## config.mk

```make
export PLATFORM = sky130hd
export DESIGN_NAME = mem_arbiter
export DESIGN_NICKNAME = d
export VERILOG_FILES = /design/src/rtl/mem_arb_pkg.sv /design/src/rtl/mem_arbiter_rr_arb2.sv /design/src/rtl/mem_arbiter.sv
export SDC_FILE = /design/constraint.sdc
export NUM_CORES = 1
export LEC_CHECK = 0
export CAP_MARGIN = 10
export CELL_PAD_IN_SITES_DETAIL_PLACEMENT = 1
export CELL_PAD_IN_SITES_GLOBAL_PLACEMENT = 1
export CORE_MARGIN = 2
export CORE_UTILIZATION = 24
export DETAILED_ROUTE_END_ITERATION = 10
export PLACE_DENSITY = 0.95
export SKIP_LAST_GASP = 1
export SLEW_MARGIN = 20
export SYNTH_ARGS = -nofsm -noshare
export SYNTH_HDL_FRONTEND = slang
export SYNTH_SLANG_ARGS = --single-unit
```

## constraint.sdc

```tcl
create_clock -name clk -period 4.3 [get_ports clk]
set_clock_uncertainty 0.2 [all_clocks]
set_input_delay 0.43 -clock clk [delete_from_list [all_inputs] [get_ports clk]]
set_output_delay 0.43 -clock clk [all_outputs]
set_load 0.02 [all_outputs]
```

## src/rtl/mem_arb_pkg.sv

```systemverilog
// -----------------------------------------------------------------------------
// mem_arb_pkg
// Shared types and constants for the two-port memory arbiter.
//   mem_status_e : status code reported by the shared data memory model
//   arb_state_e  : arbiter sequencer state
//   PORT_FETCH / PORT_LSU : requester indices (fetch = 0, load/store = 1)
// -----------------------------------------------------------------------------
package mem_arb_pkg;

  typedef enum logic [1:0] {
    MEM_IDLE = 2'b00,
    MEM_BUSY = 2'b01,
    MEM_DONE = 2'b10
  } mem_status_e;

  typedef enum logic {
    IDLE = 1'b0,
    BUSY = 1'b1
  } arb_state_e;

  localparam int unsigned PORT_FETCH = 0;
  localparam int unsigned PORT_LSU   = 1;

  localparam int unsigned ADDR_W = 32;
  localparam int unsigned DATA_W = 32;

endpackage

```

## src/rtl/mem_arbiter_rr_arb2.sv

```systemverilog
// -----------------------------------------------------------------------------
// rr_arb2
// Two-request picker used by mem_arbiter.
//   clk       : clock
//   rst       : asynchronous active-high reset
//   i_req     : request vector, bit 0 = fetch port, bit 1 = load/store port
//   i_accept  : the current pick is being consumed this cycle
//   o_gnt     : one-hot pick (all zero when nothing requests)
//   o_winner  : index of the picked port
// Build option: MEM_ARB_FIXED_PRIO_EN -- when defined, port 1 always wins a
// tie and no pointer state exists; otherwise ties alternate round-robin.
// -----------------------------------------------------------------------------
module rr_arb2 (
  input  logic       clk,
  input  logic       rst,
  input  logic [1:0] i_req,
  input  logic       i_accept,
  output logic [1:0] o_gnt,
  output logic       o_winner
);

  logic w_pick1;

`ifdef MEM_ARB_FIXED_PRIO_EN
  // Load/store port is always preferred; the clock, reset and accept inputs
  // have nothing to drive in this build.
  logic w_unused_ctrl;
  assign w_unused_ctrl = clk ^ rst ^ i_accept;

  assign w_pick1 = i_req[1];
`else
  // r_prio = 0 favours port 0, r_prio = 1 favours port 1.
  logic r_prio;

  always_ff @(posedge clk or posedge rst) begin
    if (rst) begin
      r_prio <= 1'b0;
    end else if (i_accept) begin
      // Point away from whoever just won.
      r_prio <= ~o_winner;
    end
  end

  assign w_pick1 = i_req[1] & (~i_req[0] | r_prio);
`endif

  assign o_winner = w_pick1;
  assign o_gnt    = {w_pick1, i_req[0] & ~w_pick1};

endmodule

```

## src/rtl/mem_arbiter.sv

```systemverilog
// -----------------------------------------------------------------------------
// mem_arbiter
// Arbitrates read/write requests from the fetch port (p0) and the load/store
// port (p1) onto a shared memory that cycles idle -> busy -> done. Exactly one
// transaction is launched at a time, and only in a cycle where the memory
// reports idle, so the registered mem_* fields are sampled by the memory at
// the completion edge of that transaction.
//
// Ports:
//   clk, reset                : clock, asynchronous active-high reset
//   pN_req/we/addr/wdata      : request from port N, held until pN_gnt
//   pN_gnt                    : one-cycle acceptance pulse
//   pN_rvalid / pN_rdata      : one-cycle completion pulse / read data
//   mem_we/addr/wdata         : registered memory command
//   mem_rdata, mem_status     : memory read data and status (00/01/10)
//   busy                      : a transaction is in flight
// Parameter LATENCY documents the memory latency only; the sequencing is
// driven purely by mem_status.
// Build option: MEM_ARB_FIXED_PRIO_EN (see rr_arb2).
// -----------------------------------------------------------------------------
module mem_arbiter
  import mem_arb_pkg::*;
#(
  parameter int LATENCY = 1
) (
  input  logic                clk,
  input  logic                reset,
  input  logic                p0_req,
  input  logic                p0_we,
  input  logic [ADDR_W-1:0]   p0_addr,
  input  logic [DATA_W-1:0]   p0_wdata,
  input  logic                p1_req,
  input  logic                p1_we,
  input  logic [ADDR_W-1:0]   p1_addr,
  input  logic [DATA_W-1:0]   p1_wdata,
  output logic                p0_gnt,
  output logic                p1_gnt,
  output logic                p0_rvalid,
  output logic                p1_rvalid,
  output logic [DATA_W-1:0]   p0_rdata,
  output logic [DATA_W-1:0]   p1_rdata,
  output logic                mem_we,
  output logic [ADDR_W-1:0]   mem_addr,
  output logic [DATA_W-1:0]   mem_wdata,
  input  logic [DATA_W-1:0]   mem_rdata,
  input  logic [1:0]          mem_status,
  output logic                busy
);

  logic [31:0] w_unused_latency;
  assign w_unused_latency = LATENCY;

  arb_state_e        r_state;
  arb_state_e        w_state_next;
  logic              r_owner;
  logic              r_mem_we;
  logic [ADDR_W-1:0] r_mem_addr;
  logic [DATA_W-1:0] r_mem_wdata;

  mem_status_e       w_status;
  logic [1:0]        w_req;
  logic [1:0]        w_arb_gnt;
  logic              w_winner;
  logic              w_launch;
  logic              w_done;
  logic              w_sel_we;
  logic [ADDR_W-1:0] w_sel_addr;
  logic [DATA_W-1:0] w_sel_wdata;

  assign w_status = mem_status_e'(mem_status);
  assign w_req    = {p1_req, p0_req};

  rr_arb2 u_rr_arb2 (
    .clk      (clk),
    .rst      (reset),
    .i_req    (w_req),
    .i_accept (w_launch),
    .o_gnt    (w_arb_gnt),
    .o_winner (w_winner)
  );

  // ---------------------------------------------------------------------------
  // Sequencer FSM
  // ---------------------------------------------------------------------------
  always_ff @(posedge clk or posedge reset) begin
    if (reset) begin
      r_state <= IDLE;
    end else begin
      r_state <= w_state_next;
    end
  end

  always_comb begin
    w_state_next = r_state;
    w_launch     = 1'b0;
    w_done       = 1'b0;
    case (r_state)
      IDLE: begin
        // Launch only on an idle memory cycle; a done status here belongs to
        // a dummy read and is ignored. The reset term keeps gnt low while
        // reset is asserted even though the state is already IDLE.
        if (!reset && (w_status == MEM_IDLE) && (|w_req)) begin
          w_launch     = 1'b1;
          w_state_next = BUSY;
        end
      end
      BUSY: begin
        if (w_status == MEM_DONE) begin
          w_done       = 1'b1;
          w_state_next = IDLE;
        end
      end
      default: begin
        w_state_next = IDLE;
      end
    endcase
  end

  // ---------------------------------------------------------------------------
  // Memory command registers
  // ---------------------------------------------------------------------------
  assign w_sel_we    = w_winner ? p1_we    : p0_we;
  assign w_sel_addr  = w_winner ? p1_addr  : p0_addr;
  assign w_sel_wdata = w_winner ? p1_wdata : p0_wdata;

  always_ff @(posedge clk or posedge reset) begin
    if (reset) begin
      r_owner     <= 1'b0;
      r_mem_we    <= 1'b0;
      r_mem_addr  <= '0;
      r_mem_wdata <= '0;
    end else if (w_launch) begin
      r_owner     <= w_winner;
      r_mem_we    <= w_sel_we;
      r_mem_addr  <= w_sel_addr;
      r_mem_wdata <= w_sel_wdata;
    end else if (w_done) begin
      // Drop the write enable at completion so the memory's next (dummy)
      // cycle can never replay the write. Address/data stay as they were.
      r_mem_we <= 1'b0;
    end
  end

  // ---------------------------------------------------------------------------
  // Outputs
  // ---------------------------------------------------------------------------
  assign p0_gnt    = w_launch & w_arb_gnt[0];
  assign p1_gnt    = w_launch & w_arb_gnt[1];
  assign p0_rvalid = w_done & ~r_owner;
  assign p1_rvalid = w_done &  r_owner;
  assign p0_rdata  = mem_rdata;
  assign p1_rdata  = mem_rdata;

  assign mem_we    = r_mem_we;
  assign mem_addr  = r_mem_addr;
  assign mem_wdata = r_mem_wdata;
  assign busy      = (r_state == BUSY);

endmodule

```

# Yosys cells after proc, flatten, opt, wreduce, memory -nomap -nowiden
# Cells that the tools add are included.
[op_classes]
mux = 11
eq_ne = 1
reduce_logical = 6
bitwise = 11
[op_table]
columns = ["cell", "count"]
rows = [
  ["2-to-1 mux 32 bit", 2],
  ["2-to-1 mux 1 bit", 8],
  ["bitwise AND 1 bit", 6],
  ["NOT 1 bit", 4],
  ["equality test 2 bit, second input constant", 1],
  ["logical AND 1 bit", 2],
  ["logical NOT 2 bit", 1],
  ["case mux 1 bit (2 select lines)", 1],
  ["nonzero test 2 bit", 1],
  ["OR reduction 2 bit", 1],
  ["logical NOT 1 bit", 1],
  ["bitwise OR 1 bit", 1],
]
[word_totals]
out_inout_bits = 134
register_bits = 68
word_cells = 35

# Logic depth before layout (Yosys ltp)
# Gate-level depths: netlist of run 1.
[logic_depth]
depth_word = 6
depth_mapped = 6

# Hierarchy
# Synthesis of run 1 repeated with hierarchy kept, for this count alone.
[hier_totals]
hier_cells = 297
hier_area_um2 = 4192.8
[by_module_without_submodules]
columns = ["mod", "cells_per_inst", "area_each_um2", "instances"]
rows = [
  ["mem_arbiter", 289, 4125.2, 1],
  ["rr_arb2", 8, 67.6, 1],
]

# Worst setup path before layout of run 1
# Ideal clock, no wire load.
[synth_timing]
path_kind = "in2out"
start = "input mem_status[1]"
end = "output p1_gnt"
path_slack_ps = 2427
arrival_time_ps = 1243
n_path_buf = 1
path_stages = 4
t_required_ps = 3670
path_cell_list = "nor4_4 o21ai_2 buf_6 nor2_2"
[synth_via]
elab_chain_len = 6
[synth_rtl]
columns = ["item", "line", "rtl"]
rows = [
  ["start: declaration", "mem_arbiter.sv:46", "input logic [1:0] mem_status,"],
  ["logical NOT 2 bit", "mem_arbiter.sv:102", "if (!reset && (w_status == MEM_IDLE) && (|w_req)) begin"],
  ["logical AND 1 bit (2 in series)", "mem_arbiter.sv:102", ""],
  ["2-to-1 mux 1 bit", "mem_arbiter.sv:102", ""],
  ["2-to-1 mux 1 bit", "mem_arbiter.sv:97", "case (r_state)"],
  ["bitwise AND 1 bit", "mem_arbiter.sv:148", "assign p1_gnt = w_launch & w_arb_gnt[1];"],
  ["end: declaration", "mem_arbiter.sv:37", "output logic p1_gnt,"],
]
# Every way passes these cells.

# Final worst setup path of run 1
[layout_timing]
start = "input mem_status[1]"
end = "output p0_gnt"
[layout_via]
elab_chain_len = 6
[layout_rtl]
columns = ["item", "line", "rtl"]
rows = [
  ["logical NOT 2 bit", "mem_arbiter.sv:102", ""],
  ["logical AND 1 bit (2 in series)", "mem_arbiter.sv:102", ""],
  ["2-to-1 mux 1 bit", "mem_arbiter.sv:102", ""],
  ["2-to-1 mux 1 bit", "mem_arbiter.sv:97", ""],
  ["bitwise AND 1 bit", "mem_arbiter.sv:147", "assign p0_gnt = w_launch & w_arb_gnt[0];"],
  ["end: declaration", "mem_arbiter.sv:36", "output logic p0_gnt,"],
]
# Every way passes these cells.

==> results of run 1 <==
==> registers in the layout, summed over array words and instances (netlist names) <==
signal	flops
busy	1
mem_addr	32
mem_wdata	32
mem_we	1
r_owner	1
u_rr_arb2.r_prio	1
==> power by group through the flow <==
stage	Clock (W)	Sequential [W]	Combinational (W)
CTS	0.000793	0.000852	0.000842
floorplan	0	0.00101	0.000311
global placement	0	0.000852	0.000811
detailed placement	0	0.000862	0.000840
global route	0.000821	0.000868	0.000890
finish	0.000755	0.000850	0.000827
==> cell usage after synthesis (all sizes together) <==
cell    number
buf         79
dfrtp       68
o21ai       68
mux2i       65
nand2       65
clkbuf       6
nor2         5
inv          4
a21o         1
and2         1
nand3        1
nand3b       1
nor4         1
o21a         1
==> worst max-delay path, stage by stage <==
cell	delay [ns]
clkdlybuf4s50_1	0.48
nor4_4	0.39
o21a_1	0.19
and2_1	0.13
clkdlybuf4s50_1	0.63
==> per-stage QoR <==
| step | setup WS, ns | std cells | instance area (um^2) | util, % | total power, W |
|---|---|---|---|---|---|
| 2_1_floorplan | 1.96 | 366 | 3650 | - | 0.00132 |
| 3_3_place_gp | 1.40 | 678 | 5370 | 35.7 | 0.00166 |
| 3_5_place_dp | 1.38 | 678 | 5370 | 35.7 | 0.00170 |
| 4_1_cts | 1.38 | 693 | 5670 | 37.7 | 0.00249 |
| 5_1_grt | 1.31 | 693 | 5680 | 37.8 | 0.00258 |
| 6_report | 1.41 | 693 | 5680 | 37.8 | 0.00243 |
==> path summary, 6_finish.rpt <==
kind                                              start                   endpoint  slack [ns]  cells after the start
min                             mem_addr[5]$_DFFE_PP0P_    mem_addr[5]$_DFFE_PP0P_        0.28                      2
min in group asynchronous                         reset  mem_wdata[14]$_DFFE_PP0P_        0.39                      2
min reg2reg                     mem_addr[5]$_DFFE_PP0P_    mem_addr[5]$_DFFE_PP0P_        0.28                      2
max reg2reg                u_rr_arb2.r_prio$_DFFE_PP0P_  mem_wdata[24]$_DFFE_PP0P_        2.41                      4
max                                       mem_status[1]                     p0_gnt        1.41                      5
max in group asynchronous                         reset  mem_wdata[30]$_DFFE_PP0P_        2.60                      3
==> metal layers <==
metal	vias to the layer above	track usage (%)	share of wire [%]
met5	-	0	0
met4	0	7.69	2.9
met3	35	4.44	8.2
met2	146	24.8	52
met1	1423	14.2	37
li1	1431	-	-
==> cells by family after synthesis <==
group | count (synthesis)
buffers and inverters | 89
AND/OR/NAND/NOR | 74
AO/OA/AOI/OAI | 70
flip-flops | 68
multiplexers | 65
==> area by class of cell <==
| class | instances | area [um^2] |
|---|---|---|
| fillers | 1682 | 9360 |
| repair buffers | 209 | 2090 |
| flip-flops and latches | 68 | 1700 |
| multi-input cells | 209 | 1330 |
| clock buffers | 14 | 274 |
| well taps | 188 | 235 |
| clock inverters | 1 | 30.0 |
| inverters | 4 | 16.3 |
==> out/metrics.csv, run 1 <==
metric,value,unit
holdBufCountCts,0,
seq_power_share,34.9,%
p_per_area,428,nW/um^2
slew_headroom,40.6,%
drt-pass1-iter-count,3,
post_drt_via_cell_ratio,4.38,
synth_top_family_by_area,multiplexers,
timing.setup.tns,0,ns
drt.antenna.violating_nets,0,
num_io_pins,302,
post_cts_buffers,0,
std_cell_rows,45,
p_clk_share,31.1,%
grt_pass1_wl,17300,um
synthAdderAreaFrac,0,%
synth-simple-area-share,8.36,%
fin_crit,2.89,ns
place_congestion,0.748,
cts_tree,yes,
path_max_fanout,3,
synthMuxAreaShare,17.8,%
synth_top_area_share,46.6,%
die_width,127,um
grt_pass1_vias,3450,
final_cell_mix,"205 x clkdlybuf4s50_1, 68 x dfrtp_1, 65 x mux2i_1, 65 x nand2_1, 64 x o21ai_1",
cts_buffers,9,
core,15000,um^2
clock.fmax,346,MHz
path_class,in2out,
synthXorXnorAreaFrac,0,%
cts_max_path_buffers,2,
diodes,0,
antenna_found_initial,0,
routedWlPerCell,15.9,um
yosysWarnings,0,
hp-class,reg2reg,
rsz0062_at_grt,false,
p_int,0.00170,W
grt_max_degree,133,
clock-sinks,68,
syn_to_final_growth,55.4,%
finalCritPeriodShare,67.2,%
grtUsageTotal,13.8,%
ys_seq_area_share,46.6,%
root_buffer,clkbuf_16,
hold_viol_final,0,
postSynthNetCount,534,
cts.clk_slew.worst_paths,0.05,ns
power_switching,0.000735,W
status,completed,
grt.overflow.total,0,
arrival,2.26,ns
syn-cell-area,3650,um^2
port_buffers,205,
syn_area_per_cell,9.98,um^2
drt-initial-drc-count,71,
drc,0,
swShare,30.2,%
dp_hpwl,8570,um
final_layout_size_suffix_gt1_share,4.55,%
wl,11000,um
worstSkewPairLatency,0.33,ns
yosysTopAreaCell,dfrtp_1,
synthTopCellsByArea,"dfrtp_1 47%, mux2i_1 18%, buf_4 14%, o21ai_1 8.8%, nand2_1 6.7%",
slew_viol_final,0,
final_common_cell,clkdlybuf4s50_1,
synth-compound-area-share,9.93,%
h-tree-depth,3,
start_util,24.3,%
synth.distinct_cells,20,
hold_slack,0.283,ns
start_kind,input pin,
fin_nets,669,
required,3.67,ns
vias,3035,
die_area,16200,um^2
cts_resized,0,
ys_ff_latch,68,
end_kind,primary output,
finalSetupViolCount,0,
drv_cap,0,
pwr-share-comb,34.0,%
floorplan.die.height,127,um
leakage,2.57,nW
synth_cells,366,
tightestPinTransition,0.891,ns
peakVddDrop,224,uV
Power figures use the tool's default switching activity.
==> inputs of run 2 (changes only) <==
- CORE_UTILIZATION: 24 -> 20
- PLACE_DENSITY: 0.95 -> 0.89
- clock period: 4.3 -> 2.57 ns (I/O delays scaled with it)
==> out/metrics.csv, run 2 (synthesis results as in run 1) <==
metric,value,unit,change
dp_worst_setup_slack,0.182,ns,was 1.38 ns
final_common_cell,clkdlybuf4s50_1,,unchanged
slew_viol_final,0,,unchanged
power_switching,0.00127,W,was 0.000735 W
drt.antenna.violating_nets,0,,unchanged
place_congestion,0.706,,was 0.748
vias,2972,,was 3035
status,completed,,unchanged
r2r-start,busy$_DFF_PP0_,,was u_rr_arb2.r_prio$_DFFE_PP0P_
peakVddDrop,270,uV,was 224 uV
syn_to_final_growth,59.1,%,was 55.4%
grt_max_degree,68,,was 133
p_int,0.00290,W,was 0.00170 W
p_clk_share,32.3,%,was 31.1%
grtUsageTotal,12.2,%,was 13.8%
busiest_layer,met2,,unchanged
post_drt_via_cell_ratio,4.02,,was 4.38
p_total,0.00417,W,was 0.00243 W
arrival,1.94,ns,was 2.26 ns
fin_nets,673,,was 669
path_max_fanout,3,,unchanged
rrSetupSlack,0.89,ns,was 2.41 ns
cp_common_cell,clkdlybuf4s50_1,,unchanged
final_cell_mix,"203 x clkdlybuf4s50_1, 68 x dfrtp_1, 65 x mux2i_1, 65 x nand2_1, 64 x o21ai_1",,"was 205 x clkdlybuf4s50_1, 68 x dfrtp_1, 65 x mux2i_1, 65 x nand2_1, 64 x o21ai_1"
grt_pass1_wl,18400,um,was 17300 um
finalCritPeriodShare,93.1,%,
fin_crit,2.39,ns,
timing.setup.tns,0,ns,unchanged
post_cts_buffers,0,,unchanged
p_per_area,717,nW/um^2,was 428 nW/um^2
drv_cap,0,,unchanged
std_cell_rows,49,,was 45
cpPeakStageDelay,0.63,ns,about the same
slew_headroom,74.2,%,was 40.6%
cp_num_buf_inv,2,,unchanged
holdBufCountCts,0,,unchanged
antenna_found_initial,0,,unchanged
die_area,19400,um^2,was 16200 um^2
grt.overflow.total,0,,unchanged
cts_tree,yes,,unchanged
num_io_pins,302,,unchanged
finalSetupViolCount,0,,unchanged
pwr-share-comb,33.7,%,was 34.0%
h-tree-depth,3,,unchanged
hold_viol_final,0,,unchanged
diodes,0,,unchanged
seq_power_share,34.0,%,was 34.9%
cts_max_path_buffers,2,,unchanged
floorplan.die.height,139,um,was 127 um
fin_ws,0.178,ns,was 1.41 ns
die_width,139,um,was 127 um
dpl-instance-area,5480,um^2,was 5370 um^2
rsz0062_at_grt,false,,unchanged
hp-class,in2async,,was reg2reg
cts_buffers,9,,unchanged
start_kind,input pin,,unchanged
path_class,in2out,,unchanged
r2r-end,mem_we$_DFFE_PP0P_,,was mem_wdata[24]$_DFFE_PP0P_
root_buffer,clkbuf_16,,unchanged
final_layout_size_suffix_gt1_share,6.27,%,was 4.55%
core,18000,um^2,was 15000 um^2
clock.fmax,418,MHz,
wl,11300,um,was 11000 um
swShare,30.5,%,was 30.2%
cts_resized,0,,unchanged
leakage,2.61,nW,was 2.57 nW
drt-initial-drc-count,49,,was 71
end_kind,primary output,,unchanged
grtUsageMet3,4.90,%,was 4.44%
grt_pass1_vias,3344,,was 3450
routedWlPerCell,15.3,um,was 15.9 um
r2r_cells,5,,was 4
grt.met2_usage,20.7,%,was 24.8%
cts.clk_slew.worst_paths,0.06,ns,was 0.05 ns
crit_slowest_cell,clkdlybuf4s50_1,,unchanged
drt-pass1-iter-count,4,,was 3
worstSkewPairLatency,0.33,ns,about the same
tightestPinTransition,0.388,ns,was 0.891 ns
drc,0,,unchanged
port_buffers,205,,unchanged
dp_hpwl,8990,um,was 8570 um
crit_chain,clkdlybuf4s50_1 > nand3b_1 > nor2_1 > clkdlybuf4s50_1,,was clkdlybuf4s50_1 > nor4_4 > o21a_1 > and2_1 > clkdlybuf4s50_1
cp_top_family,buffers and inverters,,unchanged
clock-sinks,68,,unchanged
fin_area,5810,um^2,was 5680 um^2
start_util,20.3,%,was 24.3%
required,2.11,ns,was 3.67 ns
use_met1,13.8,%,was 14.2%
[run 2: cell types whose count changed in the layout (fill, tap and decap cells not counted)]
cell             change
buf_12               +3
buf_4                +4
buf_6                -1
bufinv_16            +1
clkbuf_1             -2
clkbuf_8             -2
clkdlybuf4s50_1      -2
clkinv_2             +1
clkinvlp_4           +3
[run 2: power groups by stage]
stage | logic, W | registers, W | clock network, W
final | 0.00141 | 0.00142 | 0.00134
after global routing | 0.00152 | 0.00145 | 0.00146
after CTS | 0.00144 | 0.00142 | 0.00141
after detailed placement | 0.00143 | 0.00144 | 0
after global placement | 0.00140 | 0.00142 | 0
after floorplan | 0.000521 | 0.00169 | 0
[run 2: final cells by class]
class | count | area (um^2)
repair buffers | 213 | 2140
inverters | 4 | 16.3
flip-flops and latches | 68 | 1700
clock inverters | 6 | 87.6
multi-input cells | 209 | 1330
clock buffers | 10 | 239
well taps | 229 | 287
fillers | 2002 | 12200
[run 2: stage by stage]
step	hold slack (ns)	cells	util, %
global route	0.129	739	32.3
CTS	0.0921	739	32.3
finish	0.102	739	32.3
global placement	0.265	723	30.5
floorplan	0.196	366	-
detailed placement	0.275	723	30.5
[run 2: how the worst max path moves through the flow]
| stage | slack, ns | depth (start not counted) | to | from |
|---|---|---|---|---|
| after CTS | 0.17 | 4 | p1_rvalid | mem_status[1] |
| final | 0.18 | 4 | p1_rvalid | mem_status[1] |
| after floorplan | 0.40 | 1 | busy$_DFF_PP0_ | reset |
| after global placement | 0.23 | 4 | p0_rvalid | mem_status[0] |
| after global routing | 0.13 | 4 | p1_rvalid | mem_status[1] |
| after detailed placement | 0.18 | 4 | p1_rvalid | mem_status[0] |
[run 2: metal layers]
layer / wire length (um) / part of all wire (%)
met1: 4500 / 40
met5: 0 / 0
met3: 904 / 8.0
met2: 5640 / 50
met4: 280 / 2.5
